File: src/rtl/led_matrix_scan_pkg.sv
// Shared types and constants for the 8x8 LED matrix row-scan driver.
// Holds the matrix geometry, scan state encoding and row-write bundle.
`ifndef MATRIX_SIZE
`define MATRIX_SIZE 8
`endif

package led_matrix_scan_pkg;

    localparam int MATRIX_SIZE = `MATRIX_SIZE;
    localparam int ROW_W       = 3;
    localparam int NUM_ROWS    = 1 << ROW_W;

    localparam logic [1:0] IDLE    = 2'd0;
    localparam logic [1:0] BLANK   = 2'd1;
    localparam logic [1:0] DISPLAY = 2'd2;

    typedef logic [ROW_W-1:0]       row_t;
    typedef logic [MATRIX_SIZE-1:0] col_t;

    typedef struct packed {
        row_t row;
        col_t data;
        logic last;
    } row_wr_t;

    function automatic row_t next_row(row_t r);
        return r + 1'b1;
    endfunction

endpackage

File: src/rtl/led_matrix_scan_if.sv
// Row-write valid/ready channel into the LED matrix frame store.
// The writer drives master; the scan driver takes slave.
interface led_matrix_scan_if;
    import led_matrix_scan_pkg::*;

    logic wr_valid_i;
    logic wr_ready_o;
    row_t wr_row_i;
    col_t wr_data_i;
    logic wr_last_i;

    modport master (
        output wr_valid_i,
        output wr_row_i,
        output wr_data_i,
        output wr_last_i,
        input  wr_ready_o
    );

    modport slave (
        input  wr_valid_i,
        input  wr_row_i,
        input  wr_data_i,
        input  wr_last_i,
        output wr_ready_o
    );

endinterface

File: src/rtl/led_frame_buffer.sv
// Ping-pong frame store: one bank is shown, the other takes writes.
// Swapping flips the pointer; the new back bank keeps stale rows.
module led_frame_buffer
    import led_matrix_scan_pkg::*;
(
    input  logic clk_i,
    input  logic rst_n_i,
    input  logic wr_en_i,
    input  row_t wr_row_i,
    input  col_t wr_data_i,
    input  logic swap_i,
    input  row_t rd_row_i,
    output col_t rd_data_o
);

    logic [1:0][NUM_ROWS-1:0][MATRIX_SIZE-1:0] bank;
    logic                                      disp_sel;

    always_ff @(posedge clk_i or negedge rst_n_i) begin
        if (!rst_n_i) begin
            bank     <= '0;
            disp_sel <= 1'b0;
        end else begin
            if (swap_i) begin
                disp_sel <= ~disp_sel;
            end
            if (wr_en_i) begin
                bank[~disp_sel][wr_row_i] <= wr_data_i;
            end
        end
    end

    assign rd_data_o = bank[disp_sel][rd_row_i];

endmodule

File: src/rtl/led_matrix_scan.sv
// Row-scan driver for the 8x8 LED matrix feeding a 3-to-8 decoder.
// Blank/dwell FSM, tear-free frame swap and row-write handshake.
module led_matrix_scan
    import led_matrix_scan_pkg::*;
#(
    parameter int DWELL_CYCLES = 1000,
    parameter int BLANK_CYCLES = 16
) (
    input  logic            clk_i,
    input  logic            rst_n_i,
    input  logic            scan_en_i,
    led_matrix_scan_if.slave wr,
    output row_t            row_sel_o,
    output logic            decoder_en_o,
    output col_t            col_data_o,
    output logic            frame_start_o
);

    localparam int CNT_MAX = (DWELL_CYCLES > BLANK_CYCLES) ?
                             DWELL_CYCLES : BLANK_CYCLES;
    localparam int CNT_W   = $clog2(CNT_MAX + 1);

    localparam logic [CNT_W-1:0] BLANK_LAST = CNT_W'(BLANK_CYCLES - 1);
    localparam logic [CNT_W-1:0] DWELL_LAST = CNT_W'(DWELL_CYCLES - 1);

    logic [1:0]       state;
    logic [1:0]       state_nxt;
    logic [CNT_W-1:0] cnt;
    logic [CNT_W-1:0] cnt_nxt;
    row_t             row;
    row_t             row_nxt;
    logic             pending;
    logic             pending_nxt;
    logic             ready_q;

    row_wr_t wr_req;
    logic    wr_acc;
    logic    blank_end;
    logic    dwell_end;
    logic    wrap;
    logic    swap;
    logic    enter_disp;
    col_t    rd_data;

    assign wr_req = '{
        row:  wr.wr_row_i,
        data: wr.wr_data_i,
        last: wr.wr_last_i
    };

    assign wr_acc        = wr.wr_valid_i && ready_q;
    assign wr.wr_ready_o = ready_q;

    assign blank_end  = (state == BLANK) && (cnt == BLANK_LAST);
    assign dwell_end  = (state == DISPLAY) && (cnt == DWELL_LAST);
    assign wrap       = dwell_end && (row == row_t'(NUM_ROWS - 1));
    assign enter_disp = scan_en_i && blank_end;

    // A commit accepted on the wrap edge cannot also swap: it only
    // becomes pending on that edge, so it waits for the next wrap.
    assign swap = pending && ((state == IDLE) || wrap);

    always_comb begin
        pending_nxt = pending;
        if (swap) begin
            pending_nxt = 1'b0;
        end else if (wr_acc && wr_req.last) begin
            pending_nxt = 1'b1;
        end
    end

    always_comb begin
        state_nxt = state;
        cnt_nxt   = cnt;
        row_nxt   = row;
        if (!scan_en_i) begin
            state_nxt = IDLE;
            cnt_nxt   = '0;
            row_nxt   = '0;
        end else begin
            unique case (state)
                IDLE: begin
                    state_nxt = BLANK;
                    cnt_nxt   = '0;
                    row_nxt   = '0;
                end
                BLANK: begin
                    if (blank_end) begin
                        state_nxt = DISPLAY;
                        cnt_nxt   = '0;
                    end else begin
                        cnt_nxt = cnt + 1'b1;
                    end
                end
                DISPLAY: begin
                    if (dwell_end) begin
                        state_nxt = BLANK;
                        cnt_nxt   = '0;
                        row_nxt   = next_row(row);
                    end else begin
                        cnt_nxt = cnt + 1'b1;
                    end
                end
                default: begin
                    state_nxt = IDLE;
                    cnt_nxt   = '0;
                    row_nxt   = '0;
                end
            endcase
        end
    end

    led_frame_buffer u_fb (
        .clk_i     (clk_i),
        .rst_n_i   (rst_n_i),
        .wr_en_i   (wr_acc),
        .wr_row_i  (wr_req.row),
        .wr_data_i (wr_req.data),
        .swap_i    (swap),
        .rd_row_i  (row),
        .rd_data_o (rd_data)
    );

    always_ff @(posedge clk_i or negedge rst_n_i) begin
        if (!rst_n_i) begin
            state         <= IDLE;
            cnt           <= '0;
            row           <= '0;
            pending       <= 1'b0;
            ready_q       <= 1'b1;
            decoder_en_o  <= 1'b0;
            col_data_o    <= '0;
            frame_start_o <= 1'b0;
        end else begin
            state         <= state_nxt;
            cnt           <= cnt_nxt;
            row           <= row_nxt;
            pending       <= pending_nxt;
            ready_q       <= !pending_nxt;
            decoder_en_o  <= (state_nxt == DISPLAY);
            frame_start_o <= enter_disp && (row == '0);
            // Column data is latched once per row so it is stable
            // for the whole dwell and valid as the enable rises.
            if (enter_disp) begin
                col_data_o <= rd_data;
            end else if (state_nxt != DISPLAY) begin
                col_data_o <= '0;
            end
        end
    end

    assign row_sel_o = row;

endmodule

File: src/flat_wrapper.sv
// flat-port wrapper written by rule: the top's interface ports become plain ports
module led_matrix_scan_flat import led_matrix_scan_pkg::*;
#(
    parameter int DWELL_CYCLES = 1000,
    parameter int BLANK_CYCLES = 16
)
  (clk_i, rst_n_i, scan_en_i, row_sel_o, decoder_en_o, col_data_o, frame_start_o, wr_wr_valid_i, wr_wr_row_i, wr_wr_data_i, wr_wr_last_i, wr_wr_ready_o);
  led_matrix_scan_if wr_i ();
  input  logic clk_i;
  input  logic rst_n_i;
  input  logic scan_en_i;
  output row_t row_sel_o;
  output logic decoder_en_o;
  output col_t col_data_o;
  output logic frame_start_o;
  input wire logic [$bits(wr_i.wr_valid_i)-1:0] wr_wr_valid_i;
  input wire logic [$bits(wr_i.wr_row_i)-1:0] wr_wr_row_i;
  input wire logic [$bits(wr_i.wr_data_i)-1:0] wr_wr_data_i;
  input wire logic [$bits(wr_i.wr_last_i)-1:0] wr_wr_last_i;
  output wire logic [$bits(wr_i.wr_ready_o)-1:0] wr_wr_ready_o;
  assign wr_i.wr_valid_i = wr_wr_valid_i;
  assign wr_i.wr_row_i = wr_wr_row_i;
  assign wr_i.wr_data_i = wr_wr_data_i;
  assign wr_i.wr_last_i = wr_wr_last_i;
  assign wr_wr_ready_o = wr_i.wr_ready_o;
  led_matrix_scan #(.DWELL_CYCLES(DWELL_CYCLES), .BLANK_CYCLES(BLANK_CYCLES)) u_core (.clk_i(clk_i), .rst_n_i(rst_n_i), .scan_en_i(scan_en_i), .wr(wr_i), .row_sel_o(row_sel_o), .decoder_en_o(decoder_en_o), .col_data_o(col_data_o), .frame_start_o(frame_start_o));
endmodule
File: config.mk
export PLATFORM = sky130hd
export DESIGN_NAME = led_matrix_scan_flat
export DESIGN_NICKNAME = d
export VERILOG_FILES = /design/src/rtl/led_matrix_scan_pkg.sv /design/src/rtl/led_matrix_scan_if.sv /design/src/rtl/led_frame_buffer.sv /design/src/rtl/led_matrix_scan.sv /design/src/flat_wrapper.sv
export SDC_FILE = /design/constraint.sdc
export NUM_CORES = 1
export LEC_CHECK = 0
export ABC_CLOCK_PERIOD_IN_PS = 2300
export BUFFER_PORTS_ARGS = -buffer_cell sky130_fd_sc_hd__buf_2
export CAP_MARGIN = 40
export CORE_MARGIN = 10
export CORE_UTILIZATION = 45
export CTS_CLUSTER_SIZE = 12
export DETAILED_ROUTE_END_ITERATION = 10
export MAX_ROUTING_LAYER = met4
export SYNTH_ARGS = -nofsm -noshare
export SYNTH_HDL_FRONTEND = slang
export SYNTH_SLANG_ARGS = --single-unit
File: constraint.sdc
create_clock -name clk_i -period 2.3 [get_ports clk_i]
set_input_delay 0.46 -clock clk_i [delete_from_list [all_inputs] [get_ports clk_i]]
set_output_delay 0.46 -clock clk_i [all_outputs]
set_load 0.01 [all_outputs]
==> results.yml, run 1 <==
run_status:
  outcome: "finished, final reports clean"
finish:
  finish.net_count: 587
  layout.cell_area.non_filler_sq_mm: 0.00869
  utilization: 0.528
  drive_gt1_frac: 0.481
  area_delta_synth_final_pct: 15.9
place:
  finalWeightedCongestion: 0.812
  post-dp-hpwl_mm: 11.9
  placedInstanceArea_sq_mm: 0.00813
  port_buffers: 29
grt:
  first_global_vias: 4727
  track_usage: 0.166
  antenna_found_initial: 2
  grt_overflow: 0
  grt_max_degree: 57
  grt_pass1_wl_mm: 27.4
timing:
  final-setup-viol-count: 0
  layout_worst_path_cycle_share: 0.881
  slew_headroom: 0.636
  unrepaired_setup_endpoints_after_global_routing: "false"
  final.hold.worst_slack_ns: 0.336
  finalCriticalPeriod_ns: 2.03
  fmaxAchievable_ghz: 0.493
  max_slew.worst_pin.slew_ns: 0.544
  fin_worst_skew_ns: 0.00895
  fin_tns_setup_ns: 0
  final-hold-violation-count: 0
  timing.final.max_slew_violations: 0
yosys:
  netlist_instances: 502
  synth_sequential_area_ratio: 0.521
  yosys.cell_types.count: 52
  netlist_area_sq_mm: 0.00750
  dominantRegCellSynth: "sky130_fd_sc_hd__dfrtp_1"
  yosysTopAreaCell: "sky130_fd_sc_hd__dfrtp_1"
  synth-async-reset-ratio: 1.00
  synthesis.nets: 526
  number_of_warning_messages_in_the_yosys_log: 0
  synth_top_cells_by_count: "sky130_fd_sc_hd__dfrtp_1, sky130_fd_sc_hd__mux2_2, sky130_fd_sc_hd__mux4_2"
  synth-edff-count: 0
  synthTopCellsByArea: "sky130_fd_sc_hd__dfrtp_1, sky130_fd_sc_hd__mux2_2, sky130_fd_sc_hd__mux4_2"
  syn_area_per_cell_sq_um: 14.9
  synthDominantCellAreaShare: 0.517
  most_frequently_used_cell_type_in_the_post_synthesis_netlist: "sky130_fd_sc_hd__dfrtp_1"
  yosys_register_bits: 156
route:
  routed-via-count: 4492
  dr.first_iter.drc_count: 268
  avgRoutedWirePerCell_um: 21.5
  route.antenna.remaining_nets: 0
  drt_pre_antenna_iters: 4
  drt_drc_violations_left: 0
  average_via_count_per_standard_cell: 5.63
  drt_wl_total_mm: 17.1
setup_path:
  timing.critical_path.required_ns: 2.59
  cp_max_fo: 17
  crit_path_end_kind: "flip-flop"
  timing.critical_path.max_delay_family: "multiplexers"
  path_cells: "buf_12, mux4_1, mux2i_1, mux2_2, o22ai_1"
  critical_path.n_buffers_inverters: 1
  crit_path_start_kind: "flip-flop"
  critPathSlowestCell: "sky130_fd_sc_hd__dfrtp_2"
  max_stage_delay_ns: 0.67
  crit_type: "reg -> reg"
  cp.arrival_ns: 2.32
cts:
  clkTransAtPathRegs_ns: 0.06
  clkLatencyLatePin_ns: 0.42
  clock_tree.buffer_depth: 2
  cts_root_buf: "sky130_fd_sc_hd__clkbuf_16"
  clock_tree.htree_level_count: 4
  postCtsSetupRepairBufs: 0
  cts_inserted_buffers: 17
  tritoncts: "built"
  clock_sinks: 156
die:
  design.portCount: 30
  die_area_sq_mm: 0.0222
  initial_core_util: 0.455
  die_w_um: 149
  floorplan.die.height_um: 149
  core_sq_mm: 0.0165
  rows: 47
run:
  maxCapViolations: 0
power_and_ir_drop:
  cellLeakagePower_uw: 0.00375
  power_per_cell_area_mw_per_mm2: 1120
  worst_ir_drop_vdd_mv: 0.578
  p_total_uw: 9740
min_path:
  holdCritPathClass: "in -> reg"
==> sequential cells by signal (all words and copies together) (netlist names) <==
name / cells
u_core.state: 2
u_core.cnt: 10
u_core.u_fb.disp_sel: 1
u_core.u_fb.bank: 128
u_core.wr.wr_ready_o: 1
u_core.decoder_en_o: 1
u_core.pending: 1
u_core.frame_start_o: 1
u_core.row_sel_o: 3
u_core.col_data_o: 8
==> per-stage QoR <==
step                cells  worst slack, ns
floorplan             502            0.427
CTS                   796            0.247
global placement      763            0.271
global route          798            0.179
finish                798            0.273
detailed placement    763            0.266
==> routing by layer <==
metal  vias up  routed length [um]  track usage
met4         0                 150       0.0486
met5         -                   0            -
li1       2004                   -            -
met2        78                8550        0.260
met3        12                 587       0.0388
met1      2398                7850        0.212
==> worst register-to-register path: cells and delay by family (launching register included) <==
family | cells | cell delay [ns]
mux | 3 | 0.92
flops | 1 | 0.67
compound gates | 1 | 0.07
buf+inv | 1 | 0.26
==> final cells by class <==
cell class | count | area, sq um
Sequential cell | 156 | 3910
Fill cell | 1417 | 7770
Antenna cell | 2 | 5.00
Multi-Input combinational cell | 311 | 3420
Clock buffer | 21 | 450
Timing Repair Buffer | 70 | 512
Clock inverter | 11 | 96.3
Inverter | 7 | 26.3
Tap cell | 220 | 275
==> timing repair <==
item | 4_1_cts | 5_1_grt
hold endpoints to repair | 32 | 0
gates resized for setup | 0 | 0
hold buffers | 1 | 0
==> path summary, 6_finish.rpt <==
check | start | endpoint | slack [ns] | cells past startpoint
worst max-delay path | u_core.u_fb.disp_sel | u_core.col_data_o[2] | 0.27 | 5
min in group asynchronous | rst_n_i | u_core.cnt[4] | 0.51 | 2
worst min-delay path | wr_wr_last_i | u_core.wr.wr_ready_o | 0.34 | 4
worst max register to register | u_core.u_fb.disp_sel | u_core.col_data_o[2] | 0.27 | 5
worst min register to register | u_core.cnt[0] | u_core.cnt[0] | 0.45 | 1
max in group asynchronous | rst_n_i | u_core.u_fb.bank[97] | 1.11 | 3
==> cells by family after synthesis <==
group / after synthesis / synth area share
mux: 184 / 0.326
flops: 156 / 0.521
simple gates: 84 / 0.0788
buf+inv: 35 / 0.0229
compound gates: 26 / 0.0275
xor+xnor: 9 / 0.0105
fa+ha+maj: 8 / 0.0133
==> where the power goes <==
part           total [uW]  switching (uW)  internal [uW]
Sequential           4490             625           3860
Clock                2610            1100           1510
Combinational        2640             868           1770
==> layout by cell type, fill, tap and decap left out, types with 2 or more instances in the layout <==
master | Yosys | final
sky130_fd_sc_hd__a41oi_1 | 2 | 2
sky130_fd_sc_hd__buf_12 | 1 | 4
sky130_fd_sc_hd__clkinv_4 | 0 | 3
sky130_fd_sc_hd__inv_1 | 7 | 7
sky130_fd_sc_hd__dfrtp_1 | 155 | 154
sky130_fd_sc_hd__and3_1 | 3 | 3
sky130_fd_sc_hd__clkbuf_1 | 14 | 3
sky130_fd_sc_hd__o21ai_0 | 3 | 3
sky130_fd_sc_hd__mux2i_1 | 16 | 16
sky130_fd_sc_hd__o31a_1 | 2 | 2
sky130_fd_sc_hd__nor3_2 | 4 | 4
sky130_fd_sc_hd__buf_4 | 2 | 36
sky130_fd_sc_hd__nand2_1 | 10 | 10
sky130_fd_sc_hd__nand2b_1 | 4 | 4
sky130_fd_sc_hd__nor2b_1 | 2 | 2
sky130_fd_sc_hd__clkbuf_16 | 0 | 17
sky130_fd_sc_hd__mux4_2 | 23 | 23
sky130_fd_sc_hd__a31oi_1 | 3 | 3
sky130_fd_sc_hd__mux2_2 | 136 | 136
sky130_fd_sc_hd__nand3_1 | 4 | 4
sky130_fd_sc_hd__diode_2 | 0 | 2
sky130_fd_sc_hd__mux4_1 | 9 | 9
sky130_fd_sc_hd__nor4_1 | 2 | 2
sky130_fd_sc_hd__nand4_1 | 13 | 13
sky130_fd_sc_hd__a21boi_0 | 3 | 3
sky130_fd_sc_hd__nor2_2 | 4 | 4
sky130_fd_sc_hd__ha_1 | 8 | 8
sky130_fd_sc_hd__nor2_1 | 16 | 16
sky130_fd_sc_hd__clkinvlp_4 | 0 | 2
sky130_fd_sc_hd__xor2_1 | 5 | 5
sky130_fd_sc_hd__clkinv_2 | 0 | 5
sky130_fd_sc_hd__and3b_1 | 2 | 2
sky130_fd_sc_hd__nor4b_4 | 3 | 3
sky130_fd_sc_hd__o22ai_1 | 8 | 8
sky130_fd_sc_hd__and2_1 | 6 | 6
sky130_fd_sc_hd__buf_2 | 6 | 28
sky130_fd_sc_hd__xnor2_1 | 4 | 4
(Power assumes the default switching activity.)
==> inputs of run 2 (changes only) <==
--- a/config.mk
+++ b/config.mk
@@ -10,6 +10,7 @@
 export CAP_MARGIN = 40
 export CORE_MARGIN = 10
 export CORE_UTILIZATION = 45
+export CTS_BUF_LIST = sky130_fd_sc_hd__clkbuf_16
 export CTS_CLUSTER_SIZE = 12
 export DETAILED_ROUTE_END_ITERATION = 10
 export MAX_ROUTING_LAYER = met4
==> results.yml, run 2 (synthesized netlist as in run 1, its figures left out) <==
setup_path:
  crit_type: "reg -> reg"
  max_stage_delay_ns: 0.66
  critPathSlowestCell: "sky130_fd_sc_hd__dfrtp_2"
  crit-reg2reg-launch: "u_core.u_fb.disp_sel"
  timing.critical_path.max_delay_family: "multiplexers"
  reg2reg_depth: 5
  crit_path_end: "u_core.col_data_o[2]"
  timing.critical_path.required_ns: 2.59
  path_cells: "buf_12, mux4_1, mux2i_1, mux2_2, o22ai_1"
  r2r_end: "u_core.col_data_o[2]"
  critical_path.n_buffers_inverters: 1
  worstSetupStartpoint: "u_core.u_fb.disp_sel"
  regToRegSetupSlack_ns: 0.27
  cp_max_fo: 17
  crit_path_start_kind: "flip-flop"
  crit_cells: 5
  cp.arrival_ns: 2.32
  crit_path_end_kind: "flip-flop"
power_and_ir_drop:
  cellLeakagePower_uw: 0.00376
  power_per_cell_area_mw_per_mm2: 1120
  p_total_uw: 9690
  worst_ir_drop_vdd_mv: 0.578
timing:
  final.hold.worst_slack_ns: 0.336
  fin_worst_skew_ns: 0.00858
  max_slew.worst_pin.slew_ns: 0.526
  final-setup-viol-count: 0
  timing.final.max_slew_violations: 0
  unrepaired_setup_endpoints_after_global_routing: "false"
  fin_tns_setup_ns: 0
  slew_headroom: 0.649
  finalCriticalPeriod_ns: 2.03
  fmaxAchievable_ghz: 0.493
  layout_worst_path_cycle_share: 0.881
  final-hold-violation-count: 0
grt:
  grt_pass1_wl_mm: 27.4
  first_global_vias: 4735
  track_usage: 0.166
  grt_overflow: 0
  antenna_found_initial: 2
  grt_max_degree: 57
cts:
  clock_sinks: 156
  cts.repair.resized: 0
  cts_inserted_buffers: 17
  clock_tree.htree_level_count: 4
  clkLatencyLatePin_ns: 0.42
  cts_root_buf: "sky130_fd_sc_hd__clkbuf_16"
  postCtsHoldBufs: 1
  tritoncts: "built"
  postCtsSetupRepairBufs: 0
  clock_tree.buffer_depth: 2
  clkTransAtPathRegs_ns: 0.06
die:
  initial_core_util: 0.455
  rows: 47
  design.portCount: 30
  die_area_sq_mm: 0.0222
  die_w_um: 149
  floorplan.die.height_um: 149
  core_sq_mm: 0.0165
place:
  post-dp-hpwl_mm: 11.9
  finalWeightedCongestion: 0.812
  port_buffers: 29
  post-place-cells: 763
route:
  average_via_count_per_standard_cell: 5.64
  avgRoutedWirePerCell_um: 21.5
  drt_wl_total_mm: 17.1
  drt_drc_violations_left: 0
  drt_pre_antenna_iters: 4
  routed-via-count: 4500
  route.antenna.remaining_nets: 0
  dr.first_iter.drc_count: 270
finish:
  area_delta_synth_final_pct: 15.8
  post_layout_nonfiller_instances: 798
  registers.top_by_ff_count: "u_core.u_fb.bank"
  area.sequential_sq_mm: 0.00391
  layout.filler_cells: 1418
  area_of_the_multi_input_gates_sq_mm: 0.00342
  finish.net_count: 587
  largest_register_ffs: 128
  layout_commonest_cell: "sky130_fd_sc_hd__dfrtp_1"
  biggestRegsByFlops: "u_core.u_fb.bank (128), u_core.cnt (10), u_core.col_data_o (8)"
  layout_common_cells: "sky130_fd_sc_hd__dfrtp_1, sky130_fd_sc_hd__mux2_2, sky130_fd_sc_hd__buf_4"
  drive_gt1_frac: 0.479
run_status:
  outcome: "finished, final reports clean"
run:
  maxCapViolations: 0
min_path:
  holdCritPathClass: "in -> reg"
## run 2: cell type report
| class | count | area share |
|---|---|---|
| sequential | 156 | 0.450 |
| inverter | 7 | 0.00303 |
| clock inverter | 15 | 0.0128 |
| multi-input combinational | 311 | 0.394 |
| timing repair buffer | 70 | 0.0589 |
| tap | 220 | 0.0317 |
| antenna | 2 | 0.000576 |
| clock buffer | 17 | 0.0490 |
## run 2: worst register-to-register path: stages, from the launching register on
cell	delay, ns
sky130_fd_sc_hd__dfrtp_2	0.66
sky130_fd_sc_hd__buf_12	0.26
sky130_fd_sc_hd__mux4_1	0.57
sky130_fd_sc_hd__mux2i_1	0.17
sky130_fd_sc_hd__mux2_2	0.18
sky130_fd_sc_hd__o22ai_1	0.07
## run 2: metal layers
metal / vias up / track usage / part of all wire
met4: 0 / 0.0486 / 0.0083
met3: 13 / 0.0388 / 0.043
met2: 78 / 0.260 / 0.50
li1: 2012 / - / -
met1: 2397 / 0.212 / 0.45
met5: - / - / 0
## run 2: metrics by stage
step	util	setup WS, ns	instance area, sq um
2_1_floorplan	-	0.427	7500
3_3_place_gp	0.494	0.271	8130
3_5_place_dp	0.494	0.266	8130
4_1_cts	0.527	0.247	8680
5_1_grt	0.527	0.176	8680
6_report	0.527	0.273	8680
## run 2: power by group
| part | internal, uW | leakage [uW] | switching (uW) |
|---|---|---|---|
| Combinational | 1770 | 0.00151 | 865 |
| Sequential | 3860 | 0.00197 | 621 |
| Clock | 1460 | 0.000273 | 1100 |
| Total | 7100 | 0.00376 | 2590 |
## run 2: worst min path at each step
stage | depth (start not counted) | end | startpoint | slack [ns]
floorplan | 0 | u_core.cnt[0] | rst_n_i | 0.16
global placement | 1 | u_core.cnt[9] | rst_n_i | 0.38
detailed placement | 1 | u_core.cnt[9] | rst_n_i | 0.38
CTS | 4 | u_core.wr.wr_ready_o | wr_wr_last_i | 0.32
global route | 4 | u_core.wr.wr_ready_o | wr_wr_last_i | 0.35
finish | 4 | u_core.wr.wr_ready_o | wr_wr_last_i | 0.34
==> inputs of run 3 (changes only) <==
--- a/config.mk
+++ b/config.mk
@@ -8,7 +8,6 @@
 export ABC_CLOCK_PERIOD_IN_PS = 2300
 export BUFFER_PORTS_ARGS = -buffer_cell sky130_fd_sc_hd__buf_2
 export CAP_MARGIN = 40
-export CORE_MARGIN = 10
 export CORE_UTILIZATION = 45
 export CTS_BUF_LIST = sky130_fd_sc_hd__clkbuf_16
 export CTS_CLUSTER_SIZE = 12
==> results.yml, run 3 (synthesized netlist as in run 1, its figures left out) <==
cts:
  clkTransAtPathRegs_ns: 0.06
  clkLatencyLatePin_ns: 0.43
  clock_tree.buffer_depth: 2
  tritoncts: "built"
  clock_sinks: 156
  cts_inserted_buffers: 17
  clock_tree.htree_level_count: 4
  cts_root_buf: "sky130_fd_sc_hd__clkbuf_16"
timing:
  final.hold.worst_slack_ns: 0.357
  finalWorstSetupSlack_ns: 0.144
  unrepaired_setup_endpoints_after_global_routing: "false"
  timing.final.max_slew_violations: 0
  layout_worst_path_cycle_share: 0.937
  fmaxAchievable_ghz: 0.464
  slew_headroom: 0.517
  fin_worst_skew_ns: 0.00624
  max_slew.worst_pin.slew_ns: 0.724
  final-setup-viol-count: 0
  final-hold-violation-count: 0
  fin_tns_setup_ns: 0
  finalCriticalPeriod_ns: 2.16
setup_path:
  timing.critical_path.max_delay_family: "compound AO/OA/AOI/OAI gates"
  crit-reg2reg-launch: "u_core.state[1]"
  cp.arrival_ns: 2.42
  crit_type: "reg -> reg"
  path_cells: "inv_1, ha_1, nor4b_2, and4b_1, o31ai_4, o22ai_1"
  crit_path_start_kind: "flip-flop"
  r2r_end: "u_core.col_data_o[2]"
  critical_path.n_buffers_inverters: 1
  crit_path_end_kind: "flip-flop"
  regToRegSetupSlack_ns: 0.14
  reg2reg_depth: 6
  timing.critical_path.required_ns: 2.57
  critPathSlowestCell: "sky130_fd_sc_hd__o31ai_4"
  max_stage_delay_ns: 0.60
  cp_max_fo: 10
finish:
  area.sequential_sq_mm: 0.00391
  layout_commonest_cell: "sky130_fd_sc_hd__dfrtp_1"
  layout.cell_area.non_filler_sq_mm: 0.00871
  biggestRegsByFlops: "u_core.u_fb.bank (128), u_core.cnt (10), u_core.col_data_o (8)"
  layout.filler_cells: 1323
  area_delta_synth_final_pct: 16.2
  layout_common_cells: "sky130_fd_sc_hd__dfrtp_1, sky130_fd_sc_hd__mux2_2, sky130_fd_sc_hd__buf_2, sky130_fd_sc_hd__buf_4, sky130_fd_sc_hd__mux4_2"
  largest_register_ffs: 128
  finish.net_count: 582
  area_of_the_multi_input_gates_sq_mm: 0.00342
  insertedDiodeCount: 0
  drive_gt1_frac: 0.476
  registers.top_by_ff_count: "u_core.u_fb.bank"
power_and_ir_drop:
  power_per_cell_area_mw_per_mm2: 1130
  cellLeakagePower_uw: 0.00373
  worst_ir_drop_vdd_mv: 0.628
  p_total_uw: 9860
run_status:
  outcome: "finished, final reports clean"
min_path:
  worstHoldPathCells: 4
  timing.hold.worst_endpoint: "u_core.wr.wr_ready_o"
  holdCritPathClass: "in -> reg"
  worstHoldStart: "wr_wr_last_i"
route:
  drt_pre_antenna_iters: 4
  dr.first_iter.drc_count: 226
  drt_wl_total_mm: 17.5
  route.antenna.remaining_nets: 0
  drt_drc_violations_left: 0
  average_via_count_per_standard_cell: 5.76
  routed-via-count: 4530
  avgRoutedWirePerCell_um: 22.2
grt:
  grt_util_met3: 0.0536
  met2_grt_util: 0.369
  grt_pass1_wl_mm: 27.5
  track_usage: 0.233
  globalRouteMet1Util: 0.300
  antenna_found_initial: 0
  first_global_vias: 4768
  grt_max_degree: 56
  grt_busiest_layer: "met2"
  grt_overflow: 0
die:
  design.portCount: 30
  die_area_sq_mm: 0.0172
  floorplan.die.height_um: 131
  core_sq_mm: 0.0161
  rows: 46
  initial_core_util: 0.467
  die_w_um: 131
place:
  dp_slack_ns: 0.123
  placedInstanceArea_sq_mm: 0.00813
  port_buffers: 29
  post-dp-hpwl_mm: 11.8
  finalWeightedCongestion: 0.842
run:
  maxCapViolations: 0
## run 3: cell count changes in the layout (fill, tap and decap cells not counted), moves of 3 or more
cell	before	now
sky130_fd_sc_hd__buf_12	4	7
sky130_fd_sc_hd__clkinv_2	5	0
sky130_fd_sc_hd__buf_4	36	28
sky130_fd_sc_hd__clkinvlp_4	2	5
## run 3: cell type report
cell class / count / share of cell area
Clock buffer: 17 / 0.0488
Clock inverter: 15 / 0.0172
Inverter: 7 / 0.00302
Multi-Input combinational cell: 311 / 0.393
Sequential cell: 156 / 0.448
Tap cell: 216 / 0.0310
Timing Repair Buffer: 65 / 0.0587
## run 3: repair_timing
| action | in CTS | in global routing |
|---|---|---|
| setup buffers | 0 | 0 |
| setup endpoints to repair | 0 | 9 |
| hold endpoints to repair | 19 | 0 |
| hold buffers | 1 | 0 |
| resized for setup | 0 | 1 |
## run 3: worst max path at each step
stage | to | slack, ns | from | cells after the start
global placement | u_core.col_data_o[1] | 0.20 | u_core.state[1] | 6
CTS | u_core.col_data_o[4] | 0.10 | u_core.state[1] | 6
finish | u_core.col_data_o[2] | 0.14 | u_core.state[1] | 6
floorplan | u_core.col_data_o[6] | 0.43 | u_core.state[1] | 8
detailed placement | u_core.decoder_en_o | 0.12 | u_core.state[1] | 6
global route | u_core.col_data_o[2] | 0.03 | u_core.state[1] | 6
## run 3: power by group
| group | internal (uW) | total [uW] | switching, uW |
|---|---|---|---|
| clock network | 1590 | 2730 | 1130 |
| logic | 1770 | 2690 | 921 |
| registers | 3860 | 4440 | 571 |
## run 3: worst min-delay path, delay by kind of cell
family | cells | cell delay (ns)
and+or+nand+nor | 2 | 0.17
AOI/OAI and AO/OA | 1 | 0.06
buffers and inverters | 1 | 0.08
## run 3: stage by stage
stage	utilization	std cells
2_1_floorplan	-	502
3_3_place_gp	0.506	754
3_5_place_dp	0.506	754
4_1_cts	0.543	787
5_1_grt	0.543	787
6_report	0.543	787
## run 3: routing by layer
layer,vias up,share of wire
met2,92,0.49
met5,-,0
li1,2009,-
met1,2410,0.44
met4,0,0.010
met3,19,0.058
